--- src/rtl/or1k_marocchino_rat_array_if.sv ---
// Register-allocation-table bundle: decode/exec/writeback controls in,
// per-source allocation lookups and occupancy out.
interface or1k_marocchino_rat_array_if #(
  parameter int OPTION_RF_ADDR_WIDTH = 5,
  parameter int DEST_EXTADR_WIDTH    = 3,
  parameter int NUM_DEST             = 2,
  parameter int NUM_SRC              = 3
);
  logic                                     padv_exec_i;
  logic                                     padv_wrbk_i;
  logic                                     pipeline_flush_i;
  logic [NUM_DEST-1:0]                      dcod_rfd_we_i;
  logic [NUM_DEST*OPTION_RF_ADDR_WIDTH-1:0] dcod_rfd_adr_i;
  logic [DEST_EXTADR_WIDTH-1:0]             dcod_extadr_i;
  logic [DEST_EXTADR_WIDTH-1:0]             exec_extadr_i;
  logic [NUM_SRC*OPTION_RF_ADDR_WIDTH-1:0]  src_adr_i;
  logic [NUM_SRC*NUM_DEST-1:0]              src_alloc_o;
  logic [NUM_SRC*DEST_EXTADR_WIDTH-1:0]     src_extadr_o;
  logic [OPTION_RF_ADDR_WIDTH:0]            alloc_cnt_o;
  logic                                     rat_empty_o;

  modport master (
    output padv_exec_i, padv_wrbk_i, pipeline_flush_i,
    output dcod_rfd_we_i, dcod_rfd_adr_i, dcod_extadr_i, exec_extadr_i, src_adr_i,
    input  src_alloc_o, src_extadr_o, alloc_cnt_o, rat_empty_o
  );

  modport slave (
    input  padv_exec_i, padv_wrbk_i, pipeline_flush_i,
    input  dcod_rfd_we_i, dcod_rfd_adr_i, dcod_extadr_i, exec_extadr_i, src_adr_i,
    output src_alloc_o, src_extadr_o, alloc_cnt_o, rat_empty_o
  );
endinterface

--- src/rtl/or1k_marocchino_rat_array.sv ---
// Register allocation table: tracks which GPRs await a result, from which
// destination port and under which allocation ID.
module or1k_marocchino_rat_array #(
  parameter int OPTION_RF_ADDR_WIDTH = 5,
  parameter int DEST_EXTADR_WIDTH    = 3,
  parameter int NUM_DEST             = 2,
  parameter int NUM_SRC              = 3,
  parameter int R0_ALLOC             = 0
) (
  input logic                        cpu_clk,
  input logic                        cpu_rst_n,
  or1k_marocchino_rat_array_if.slave rat
);
  localparam int AW = OPTION_RF_ADDR_WIDTH;
  localparam int EW = DEST_EXTADR_WIDTH;
  localparam int ND = NUM_DEST;
  localparam int NG = 1 << AW;
  localparam int CW = AW + 1;

  logic [NG-1:0][ND-1:0] alloc_reg;
  logic [NG-1:0][ND-1:0] alloc_next;
  logic [NG-1:0][ND-1:0] set_mtx;
  logic [EW-1:0]         ext_reg [NG];
  logic [NG-1:0]         set_any;
  logic [NG-1:0]         keep;
  logic [NG-1:0]         busy_next;
  logic [CW-1:0]         cnt_reg;
  logic [CW-1:0]         cnt_next;
  logic                  empty_reg;

  for (genvar gi = 0; gi < NG; gi++) begin : g_entry
    localparam bit R0_BLOCK = (R0_ALLOC == 0) && (gi == 0);
    for (genvar di = 0; di < ND; di++) begin : g_dest
      assign set_mtx[gi][di] = !R0_BLOCK && rat.dcod_rfd_we_i[di] &&
                               (rat.dcod_rfd_adr_i[di*AW +: AW] == AW'(gi));
    end
    assign set_any[gi]   = |set_mtx[gi];
    assign keep[gi]      = (ext_reg[gi] != rat.exec_extadr_i);
    assign busy_next[gi] = |alloc_next[gi];
  end

  // A new allocation overrides a same-cycle release of the same entry.
  always_comb begin
    alloc_next = alloc_reg;
    for (int g = 0; g < NG; g++) begin
      if (rat.pipeline_flush_i) begin
        alloc_next[g] = '0;
      end else begin
        case ({rat.padv_wrbk_i, rat.padv_exec_i})
          2'b01:   if (set_any[g]) alloc_next[g] = set_mtx[g];
          2'b10:   if (!keep[g]) alloc_next[g] = '0;
          2'b11:   alloc_next[g] = set_any[g] ? set_mtx[g] : (keep[g] ? alloc_reg[g] : '0);
          default: alloc_next[g] = alloc_reg[g];
        endcase
      end
    end
  end

  assign cnt_next = CW'($countones(busy_next));

  always_ff @(posedge cpu_clk or negedge cpu_rst_n) begin
    if (!cpu_rst_n) begin
      alloc_reg <= '0;
      for (int g = 0; g < NG; g++) ext_reg[g] <= '0;
      cnt_reg   <= '0;
      empty_reg <= 1'b1;
    end else begin
      alloc_reg <= alloc_next;
      // IDs are written on allocation even when a flush drops the flags.
      for (int g = 0; g < NG; g++) begin
        if (rat.padv_exec_i && set_any[g]) ext_reg[g] <= rat.dcod_extadr_i;
      end
      cnt_reg   <= cnt_next;
      empty_reg <= (cnt_next == '0);
    end
  end

  for (genvar si = 0; si < NUM_SRC; si++) begin : g_src
    logic [AW-1:0] src_a;
    logic          r0_hit;
    assign src_a  = rat.src_adr_i[si*AW +: AW];
    assign r0_hit = (R0_ALLOC == 0) && (src_a == '0);
    assign rat.src_alloc_o[si*ND +: ND]  = r0_hit ? '0 : alloc_reg[src_a];
    assign rat.src_extadr_o[si*EW +: EW] = r0_hit ? '0 : ext_reg[src_a];
  end

  assign rat.alloc_cnt_o = cnt_reg;
  assign rat.rat_empty_o = empty_reg;
endmodule
--- src/flat_wrapper.sv ---
// flat-port wrapper written by rule: the top's interface ports become plain ports
module or1k_marocchino_rat_array_flat 
#(
  parameter int OPTION_RF_ADDR_WIDTH = 5,
  parameter int DEST_EXTADR_WIDTH    = 3,
  parameter int NUM_DEST             = 2,
  parameter int NUM_SRC              = 3,
  parameter int R0_ALLOC             = 0
)
  (cpu_clk, cpu_rst_n, rat_padv_exec_i, rat_padv_wrbk_i, rat_pipeline_flush_i, rat_dcod_rfd_we_i, rat_dcod_rfd_adr_i, rat_dcod_extadr_i, rat_exec_extadr_i, rat_src_adr_i, rat_src_alloc_o, rat_src_extadr_o, rat_alloc_cnt_o, rat_rat_empty_o);
  or1k_marocchino_rat_array_if #(.OPTION_RF_ADDR_WIDTH(OPTION_RF_ADDR_WIDTH), .DEST_EXTADR_WIDTH(DEST_EXTADR_WIDTH), .NUM_DEST(NUM_DEST), .NUM_SRC(NUM_SRC)) rat_i ();
  input logic cpu_clk;
  input logic cpu_rst_n;
  input wire logic [$bits(rat_i.padv_exec_i)-1:0] rat_padv_exec_i;
  input wire logic [$bits(rat_i.padv_wrbk_i)-1:0] rat_padv_wrbk_i;
  input wire logic [$bits(rat_i.pipeline_flush_i)-1:0] rat_pipeline_flush_i;
  input wire logic [$bits(rat_i.dcod_rfd_we_i)-1:0] rat_dcod_rfd_we_i;
  input wire logic [$bits(rat_i.dcod_rfd_adr_i)-1:0] rat_dcod_rfd_adr_i;
  input wire logic [$bits(rat_i.dcod_extadr_i)-1:0] rat_dcod_extadr_i;
  input wire logic [$bits(rat_i.exec_extadr_i)-1:0] rat_exec_extadr_i;
  input wire logic [$bits(rat_i.src_adr_i)-1:0] rat_src_adr_i;
  output wire logic [$bits(rat_i.src_alloc_o)-1:0] rat_src_alloc_o;
  output wire logic [$bits(rat_i.src_extadr_o)-1:0] rat_src_extadr_o;
  output wire logic [$bits(rat_i.alloc_cnt_o)-1:0] rat_alloc_cnt_o;
  output wire logic [$bits(rat_i.rat_empty_o)-1:0] rat_rat_empty_o;
  assign rat_i.padv_exec_i = rat_padv_exec_i;
  assign rat_i.padv_wrbk_i = rat_padv_wrbk_i;
  assign rat_i.pipeline_flush_i = rat_pipeline_flush_i;
  assign rat_i.dcod_rfd_we_i = rat_dcod_rfd_we_i;
  assign rat_i.dcod_rfd_adr_i = rat_dcod_rfd_adr_i;
  assign rat_i.dcod_extadr_i = rat_dcod_extadr_i;
  assign rat_i.exec_extadr_i = rat_exec_extadr_i;
  assign rat_i.src_adr_i = rat_src_adr_i;
  assign rat_src_alloc_o = rat_i.src_alloc_o;
  assign rat_src_extadr_o = rat_i.src_extadr_o;
  assign rat_alloc_cnt_o = rat_i.alloc_cnt_o;
  assign rat_rat_empty_o = rat_i.rat_empty_o;
  or1k_marocchino_rat_array #(.OPTION_RF_ADDR_WIDTH(OPTION_RF_ADDR_WIDTH), .DEST_EXTADR_WIDTH(DEST_EXTADR_WIDTH), .NUM_DEST(NUM_DEST), .NUM_SRC(NUM_SRC), .R0_ALLOC(R0_ALLOC)) u_core (.cpu_clk(cpu_clk), .cpu_rst_n(cpu_rst_n), .rat(rat_i));
endmodule
--- config.mk ---
export PLATFORM = sky130hd
export DESIGN_NAME = or1k_marocchino_rat_array_flat
export DESIGN_NICKNAME = d
export VERILOG_FILES = /design/src/rtl/or1k_marocchino_rat_array_if.sv /design/src/rtl/or1k_marocchino_rat_array.sv /design/src/flat_wrapper.sv
export SDC_FILE = /design/constraint.sdc
export NUM_CORES = 1
export LEC_CHECK = 0
export CAP_MARGIN = 10
export CORE_MARGIN = 2
export CORE_UTILIZATION = 25
export DETAILED_ROUTE_END_ITERATION = 12
export PLACE_DENSITY = 0.38
export SYNTH_ARGS = -nofsm -noshare
export SYNTH_HDL_FRONTEND = slang
export SYNTH_SLANG_ARGS = --single-unit
--- constraint.sdc ---
create_clock -name cpu_clk -period 15.43 [get_ports cpu_clk]
set_input_delay 3.086 -clock cpu_clk [delete_from_list [all_inputs] [get_ports cpu_clk]]
set_output_delay 3.086 -clock cpu_clk [all_outputs]
set_load 0.05 [all_outputs]
After elaboration in Yosys (flattened, before gate mapping). Index checks and enable logic that the tools add are counted.

Bits in registers: 164. Input port bits: 38. Output and inout port bits: 22.

$add $sub $neg: 31. Magnitude comparators: 6. Eq/ne operators: 96. Mux-type cells: 179. Bitwise operators: 3. Reductions and logical operators: 162.

Operators by type and width (number): $mux 2 (133); $pmux 2 s3 (31); $eq 5x5->1 const B (32); $reduce_or 2->1 (64); $logic_and 1x1->1 (93); $ne 3x3->1 (31); $add 6x6->6 (15); $eq 5x4->1 const B (16); $bmux 3 s5 (3); $eq 5x3->1 const B (8); $add 1x1->2 (16); $bmux 2 s5 (3); $mux 3 (9); $eq 5x2->1 const B (4); $ge 6x6->1 const B (3); $lt 5x6->1 const B (3); $not 5->6 (3); $logic_not 5->1 (3); $eq 5x1->1 const B (2); $logic_not 6->1 (1); $eq 2x2->1 const B (2); $reduce_bool 3->1 (1); $eq 2x1->1 const B (1).

Logic depth before layout (Yosys ltp). Gate-level depths: netlist of run 1.

Depth after elaboration: 13. Mapped depth: 24. Gate-level depth less buffers: 21.

Worst setup path after synthesis of run 1. OpenSTA, ideal clock, no wires.

Path type: input-to-reg. From: in rat_exec_extadr_i[0]. To: reg u_core.empty_reg, in the netlist u_core.rat.rat_empty_o. Library setup time: 0.097 ns. Arrival: 8.315 ns. Data required time: 15.333 ns. Setup slack: 7.018 ns. Stages on the path: 21. Path buffers: 3. Cell sequence: buf_2 > buf_2 > buf_2 > xnor2_1 > nand4_1 > a21oi_1 > nor2_1 > ha_1 > inv_1 > fa_1 > fa_1 > inv_1 > fa_1 > fa_1 > fa_1 > ha_1 > inv_1 > fa_1 > inv_1 > or3_1 > nor4_1.

Longest elaborated chain between the ends: 12. Elaborated cells between the ends (all ways): 223. Classes of those cells: 31 x add/sub; 31 x eq/ne; 127 x mux; 34 x reduce/logical.

Ends and longest elaborated chain: from (decl) (line flat_wrapper.sv:20) `input wire logic [$bits(rat_i.exec_extadr_i)-1:0] rat_exec_extadr_i;`; $ne 3x3->1 (line or1k_marocchino_rat_array.sv:38) `assign keep[gi] = (ext_reg[gi] != rat.exec_extadr_i);`; $mux 2 (line or1k_marocchino_rat_array.sv:51, or1k_marocchino_rat_array.sv:52); $mux 2 (line or1k_marocchino_rat_array.sv:52) `2'b11: alloc_next[g] = set_any[g] ? set_mtx[g] : (keep[g] ? alloc_reg[g] : '0);`; $pmux 2 s3 (line or1k_marocchino_rat_array.sv:49) `case ({rat.padv_wrbk_i, rat.padv_exec_i})`; $mux 2 (line or1k_marocchino_rat_array.sv:46) `if (rat.pipeline_flush_i) begin`; $reduce_or 2->1 (line or1k_marocchino_rat_array.sv:39) `assign busy_next[gi] = |alloc_next[gi];`; $add 1x1->2 (implied by the code) (line or1k_marocchino_rat_array.sv:59) `assign cnt_next = CW'($countones(busy_next));`; $add 6x6->6 (implied by the code) (3 in a row) (line or1k_marocchino_rat_array.sv:59); $add 6x6->6 (implied by the code) * (line or1k_marocchino_rat_array.sv:59); via u_core.cnt_next[2] (line or1k_marocchino_rat_array.sv:28) `logic [CW-1:0] cnt_next;`; $logic_not 6->1 * (line or1k_marocchino_rat_array.sv:74) `empty_reg <= (cnt_next == '0);`; to (signal assigned) (line or1k_marocchino_rat_array.sv:74); to (decl) (line or1k_marocchino_rat_array.sv:29) `logic empty_reg;`.

The timed path passes the listed nets; every way through them passes the cells marked *. A chain may end at the register's enable or synchronous reset.

Worst setup path in the final report of run 1.
From: in rat_src_adr_i[11]. To: out rat_src_alloc_o[5].

Longest elaborated chain between the ends: 3. Elaborated cells between the ends (all ways): 4. Classes of those cells: 3 x mux; 1 x reduce/logical.

Ends and longest elaborated chain: from (decl) (line flat_wrapper.sv:21) `input wire logic [$bits(rat_i.src_adr_i)-1:0] rat_src_adr_i;`; $bmux 2 s5 (line or1k_marocchino_rat_array.sv:83) `assign rat.src_alloc_o[si*ND +: ND] = r0_hit ? '0 : alloc_reg[src_a];`; $mux 2 (implied by the code) (line or1k_marocchino_rat_array.sv:83); $mux 2 * (line or1k_marocchino_rat_array.sv:83); to (decl) (line flat_wrapper.sv:22) `output wire logic [$bits(rat_i.src_alloc_o)-1:0] rat_src_alloc_o;`.

Every way passes the cells marked *; elsewhere a longest branch is shown, timed or not. The select of a mux whose other input is x is not followed.

==> qor.csv, run 1 <==
metric,value,unit
RR Startpoint,u_core.ext_reg[58],
Hold Path End,u_core.alloc_reg[0],
layout cells sized above 1,23.31,%
# setup viols final,0,
final worst path period share,59.60,%
die height,236.2,um
Peak VDD IR,0.00008460,V
Tot GR Track Use,18.73,%
H-Tree Depth,4,
"Power, Total",1.470,mW
Post-synth ARST share,100.0,%
largest net degree at the start of global routing,100,
initial antenna violation count,0,
Routed WL,52180,um
MaxCap Viol Count,0,
Synth area leader,dfrtp_1,
drt via density,5.467,
Critical Path AT,6110,ps
setup TNS,0,ps
setup bufs post-CTS,0,
hold_buf cts,0,
"Top FF cell, synth",dfrtp_1,
reg2reg path depth,18,
Slew HR,32.89,%
Setup WS post-layout,6234,ps
NumNets Final,1336,
detailed-router iteration count before antenna repair,5,
CTS Root Cell,clkbuf_16,
Mapped Avg Cell Area,10.85,um2
clk_lat worst skew,470,ps
max FFs per register,93,
RSZ-0062 raised after global routing,false,
clock slew at reported path FFs,70,ps
"commonest non-fill, non-tap cell in the layout",dfrtp_1,
die width,236.2,um
number of vias in the routed layout,10698,
number of global-route vias before repair,10542,
Hold Crit Depth,1,
# DRC,0,
area of the multi-input gates,0.008711,mm2
Diodes inserted,0,
Yosys cell types,63,
worst-path fanout max,45,
Site Rows,85,
Max Slew Vio Count,0,
Die ar.,0.05577,mm2
synth-to-layout area growth,12.14,%
cts bufs inserted,17,
final hold slack,561.1,ps
Yosys top cell area share,30.27,%
R2R Path End,u_core.rat.rat_empty_o,
area of the core,0.05360,mm2
GR Overflow Total,0,
setup slack at placement,5963,ps
outcome,finished clean,
Post-Syn Area,0.01348,mm2
Setup Skew,15.44,ps
critical path type,in2out,
cts repair resizes,0,
Max Fclk,0.1087,GHz
"EDFF count, synth",0,
top area cells in the synthesized netlist,"dfrtp_1, mux4_2, mux2_2, xnor2_1, fa_1",
Initial Util,25.14,%
Period minus WS final,9196,ps
register area,0.004105,mm2
Yosys reg bits,164,
HP Start,u_core.alloc_reg[0],
first-pass GRT wire length,75560,um
GP Congestion,0.8369,
TritonCTS clock tree,yes,
1st-iter DRT viols,973,
Ys Warns,0,
PwrDens,97.30,mW/mm2
WL/cell,26.66,um
Post-Synthesis Cells,1242,
startpoint class of the critical path,primary input,
fill count,5590,
leakage power total,5.942,nW
clock sink count,164,
# port buffers,59,
dpl hpwl,38810,um
Least-Margin Pin Slew,1007,ps
HP Class,reg2reg,
most frequent cells in the layout,"dfrtp_1, mux2_2, mux4_2",
post-route ant nets,0,
syn nets,1330,
Final Hold Vio Count,0,
"Seq/Total Area, Yosys",30.46,%
Worst EP required,12340,ps
CTS Buffer Depth,2,
CP Capture Type,output pin,
Top Ports,60,
"reg-to-reg slack, setup",9540,ps
## worst max-delay path, stage by stage
cell	delay [ps]
buf_2	80
buf_4	590
mux4_2	580
mux2_2	280
or3_1	390
and4_1	280
clkdlybuf4s50_1	720
## layer usage
layer,track usage (%),share of wire (%)
met4,7.633,3.8
met3,2.727,4.0
met2,30.60,48
met1,24.90,44
met5,0,0
## report_power, final
| group | switching (mW) | total, mW | internal, mW |
|---|---|---|---|
| clock network | 0.203 | 0.435 | 0.232 |
| logic | 0.232 | 0.453 | 0.221 |
| registers | 0.0910 | 0.582 | 0.491 |
## synthesized netlist by cell type (7+ instances only)
master	instances
a21o_1	7
a21oi_1	68
a221oi_1	20
a22o_1	7
a22oi_1	13
a31oi_1	33
and2_1	8
buf_2	32
buf_4	11
clkbuf_1	36
dfrtp_1	163
fa_1	26
ha_1	24
inv_1	53
mux2_2	115
mux2i_1	29
mux4_2	97
nand2_1	94
nand2b_1	7
nand3_1	47
nand3b_1	11
nand4_1	28
nor2_1	43
nor2b_1	14
o21ai_0	45
o22ai_1	8
xnor2_1	88
xor2_1	9
## logic make-up after synthesis
group / synth area share (%)
flops: 30.46
mux: 28.76
buf+inv: 4.893
compound gates: 11.41
simple gates: 12.08
xor+xnor: 6.305
fa+ha+maj: 6.091
## per-stage QoR
step | util [%] | cell area (um2) | std cells
after floorplan | - | 13480 | 1242
after global placement | 27.12 | 14540 | 1925
after detailed placement | 27.12 | 14540 | 1925
after CTS | 28.19 | 15110 | 1957
after global routing | 28.19 | 15110 | 1957
final | 28.19 | 15110 | 1957
## cell type report
class	instances	share of cell area [%]
tap	696	5.763
clock buffer	19	2.997
multi-input combinational	936	57.64
clock inverter	13	0.8197
sequential	164	27.17
timing repair buffer	76	4.297
inverter	53	1.316
## how the worst max path moves through the flow
stage                              start                     end  slack (ps)  cells past startpoint
floorplan           rat_exec_extadr_i[0]  u_core.rat.rat_empty_o        7020                     21
CTS                    rat_src_adr_i[11]      rat_src_alloc_o[5]        6240                      7
global placement         rat_padv_exec_i  u_core.rat.rat_empty_o        6100                     19
global route             rat_padv_exec_i  u_core.rat.rat_empty_o        6050                     19
detailed placement       rat_padv_exec_i  u_core.rat.rat_empty_o        5960                     19
finish                 rat_src_adr_i[11]      rat_src_alloc_o[5]        6230                      7
(Power assumes the default switching activity.)
==> inputs of run 2 (changes only) <==
--- a/config.mk
+++ b/config.mk
@@ -9,7 +9,7 @@
 export CORE_MARGIN = 2
 export CORE_UTILIZATION = 25
 export DETAILED_ROUTE_END_ITERATION = 12
-export PLACE_DENSITY = 0.38
+export PLACE_DENSITY = 0.39
 export SYNTH_ARGS = -nofsm -noshare
 export SYNTH_HDL_FRONTEND = slang
 export SYNTH_SLANG_ARGS = --single-unit
==> constraint.sdc (replaced) <==
create_clock -name cpu_clk -period 7.5 [get_ports cpu_clk]
set_input_delay 1.5 -clock cpu_clk [delete_from_list [all_inputs] [get_ports cpu_clk]]
set_output_delay 1.5 -clock cpu_clk [all_outputs]
set_load 0.05 [all_outputs]
==> qor.csv, run 2 (same netlist as run 1, synthesis figures left out) <==
metric,value,unit
post-route ant nets,0,
number of global-route vias before repair,11050,
Least-Margin Pin Slew,995.8,ps
Initial Util,25.14,%
Tot GR Track Use,19.00,%
clk_lat worst skew,470,ps
first-pass GRT wire length,77320,um
Worst EP required,7870,ps
cts repair resizes,0,
CP Capture Type,flop,
NumNets Final,1399,
layout cells sized above 1,26.96,%
setup bufs post-CTS,0,
TritonCTS clock tree,yes,
synth-to-layout area growth,16.32,%
leakage power total,6.275,nW
outcome,finished clean,
WL/cell,25.95,um
# setup viols final,0,
Hold Crit Depth,1,
fill count,5615,
GP Congestion,0.8808,
"reg-to-reg slack, setup",1810,ps
Max Slew Vio Count,0,
clock slew at reported path FFs,70,ps
cts bufs inserted,17,
Peak VDD IR,0.0001708,V
largest net degree at the start of global routing,91,
"commonest non-fill, non-tap cell in the layout",dfrtp_1,
area of the core,0.05360,mm2
critical path type,in2reg,
RR Startpoint,u_core.ext_reg[58],
area of the multi-input gates,0.008711,mm2
Period minus WS final,7036,ps
CTS Root Cell,clkbuf_16,
PwrDens,195.2,mW/mm2
setup TNS,0,ps
Post-Layout Cell Count,2020,
startpoint class of the critical path,primary input,
# DRC,0,
initial antenna violation count,2,
H-Tree Depth,4,
drt via density,5.450,
Top Ports,60,
final worst path period share,93.82,%
register area,0.004105,mm2
Diodes inserted,0,
1st-iter DRT viols,777,
HP Class,reg2reg,
Site Rows,85,
"Power, Total",3.060,mW
Critical Path AT,7410,ps
R2R Path End,u_core.rat.rat_empty_o,
worst-path fanout max,15,
clock sink count,164,
hold_buf cts,0,
detailed-router iteration count before antenna repair,5,
Hold Path End,u_core.alloc_reg[0],
GR Overflow Total,0,
MaxCap Viol Count,0,
placed insts,1988,
max FFs per register,93,
most frequent cells in the layout,"dfrtp_1, mux2_2, mux4_2",
Max Fclk,0.1421,GHz
Die ar.,0.05577,mm2
number of vias in the routed layout,11008,
RSZ-0062 raised after global routing,false,
die width,236.2,um
HP Start,u_core.alloc_reg[0],
Final Hold Vio Count,0,
Setup Skew,10.65,ps
reg2reg path depth,19,
CTS Buffer Depth,2,
die height,236.2,um
dpl hpwl,40980,um
Slew HR,33.61,%
# port buffers,59,
Routed WL,52420,um
[run 2: worst max-delay path: stages]
cell and delay (ps):
clkdlybuf4s50_1 510, buf_4 220, nor3b_1 460, buf_4 220, nand2_1 100, a31oi_1 200
ha_1 270, fa_1 560, inv_1 60, fa_1 410, inv_1 90, fa_1 440
fa_1 520, fa_1 550, ha_1 160, inv_1 50, fa_1 480, inv_1 50
or3_1 340, nor4_1 200
[run 2: routing by layer]
layer / global-route usage (%) / routed length [um] / up-vias
li1: - / - / 4821
met1: 25.28 / 23000 / 5802
met2: 31.48 / 25530 / 326
met3: 2.984 / 2366 / 55
met4: 6.387 / 1502 / 4
met5: 0 / 24 / -
[run 2: how the worst max path moves through the flow]
| stage | startpoint | end | cells past startpoint |
|---|---|---|---|
| after floorplan | rat_exec_extadr_i[0] | u_core.rat.rat_empty_o | 21 |
| after global placement | rat_padv_exec_i | u_core.rat.rat_empty_o | 20 |
| after detailed placement | rat_dcod_rfd_we_i[1] | u_core.rat.rat_empty_o | 20 |
| after CTS | rat_padv_exec_i | u_core.rat.rat_empty_o | 20 |
| after global routing | rat_padv_exec_i | u_core.rat.rat_empty_o | 20 |
| final | rat_padv_exec_i | u_core.rat.rat_empty_o | 20 |
[run 2: final cells by class]
cell class / count / area share [%]
well taps: 696 / 5.556
multi-input cells: 936 / 55.57
clock inverters: 13 / 0.8062
repair buffers: 139 / 7.719
inverters: 53 / 1.269
clock buffers: 19 / 2.890
flip-flops and latches: 164 / 26.19
[run 2: where the power goes]
part	switching, mW	internal (mW)
combinational	0.487	0.476
sequential	0.186	1.01
clock	0.422	0.478
total	1.10	1.96
[run 2: stage by stage]
step / instance area, um2 / hold slack (ps) / setup WS (ps) / util (%)
6_report: 15680 / 562.3 / 463.6 / 29.24
5_1_grt: 15680 / 591.5 / 217.5 / 29.24
4_1_cts: 15680 / 563.6 / 529.1 / 29.24
3_5_place_dp: 15100 / 544.4 / 63.84 / 28.16
3_3_place_gp: 15100 / 533.2 / 113.4 / 28.16
2_1_floorplan: 13480 / 498.7 / 674.2 / -
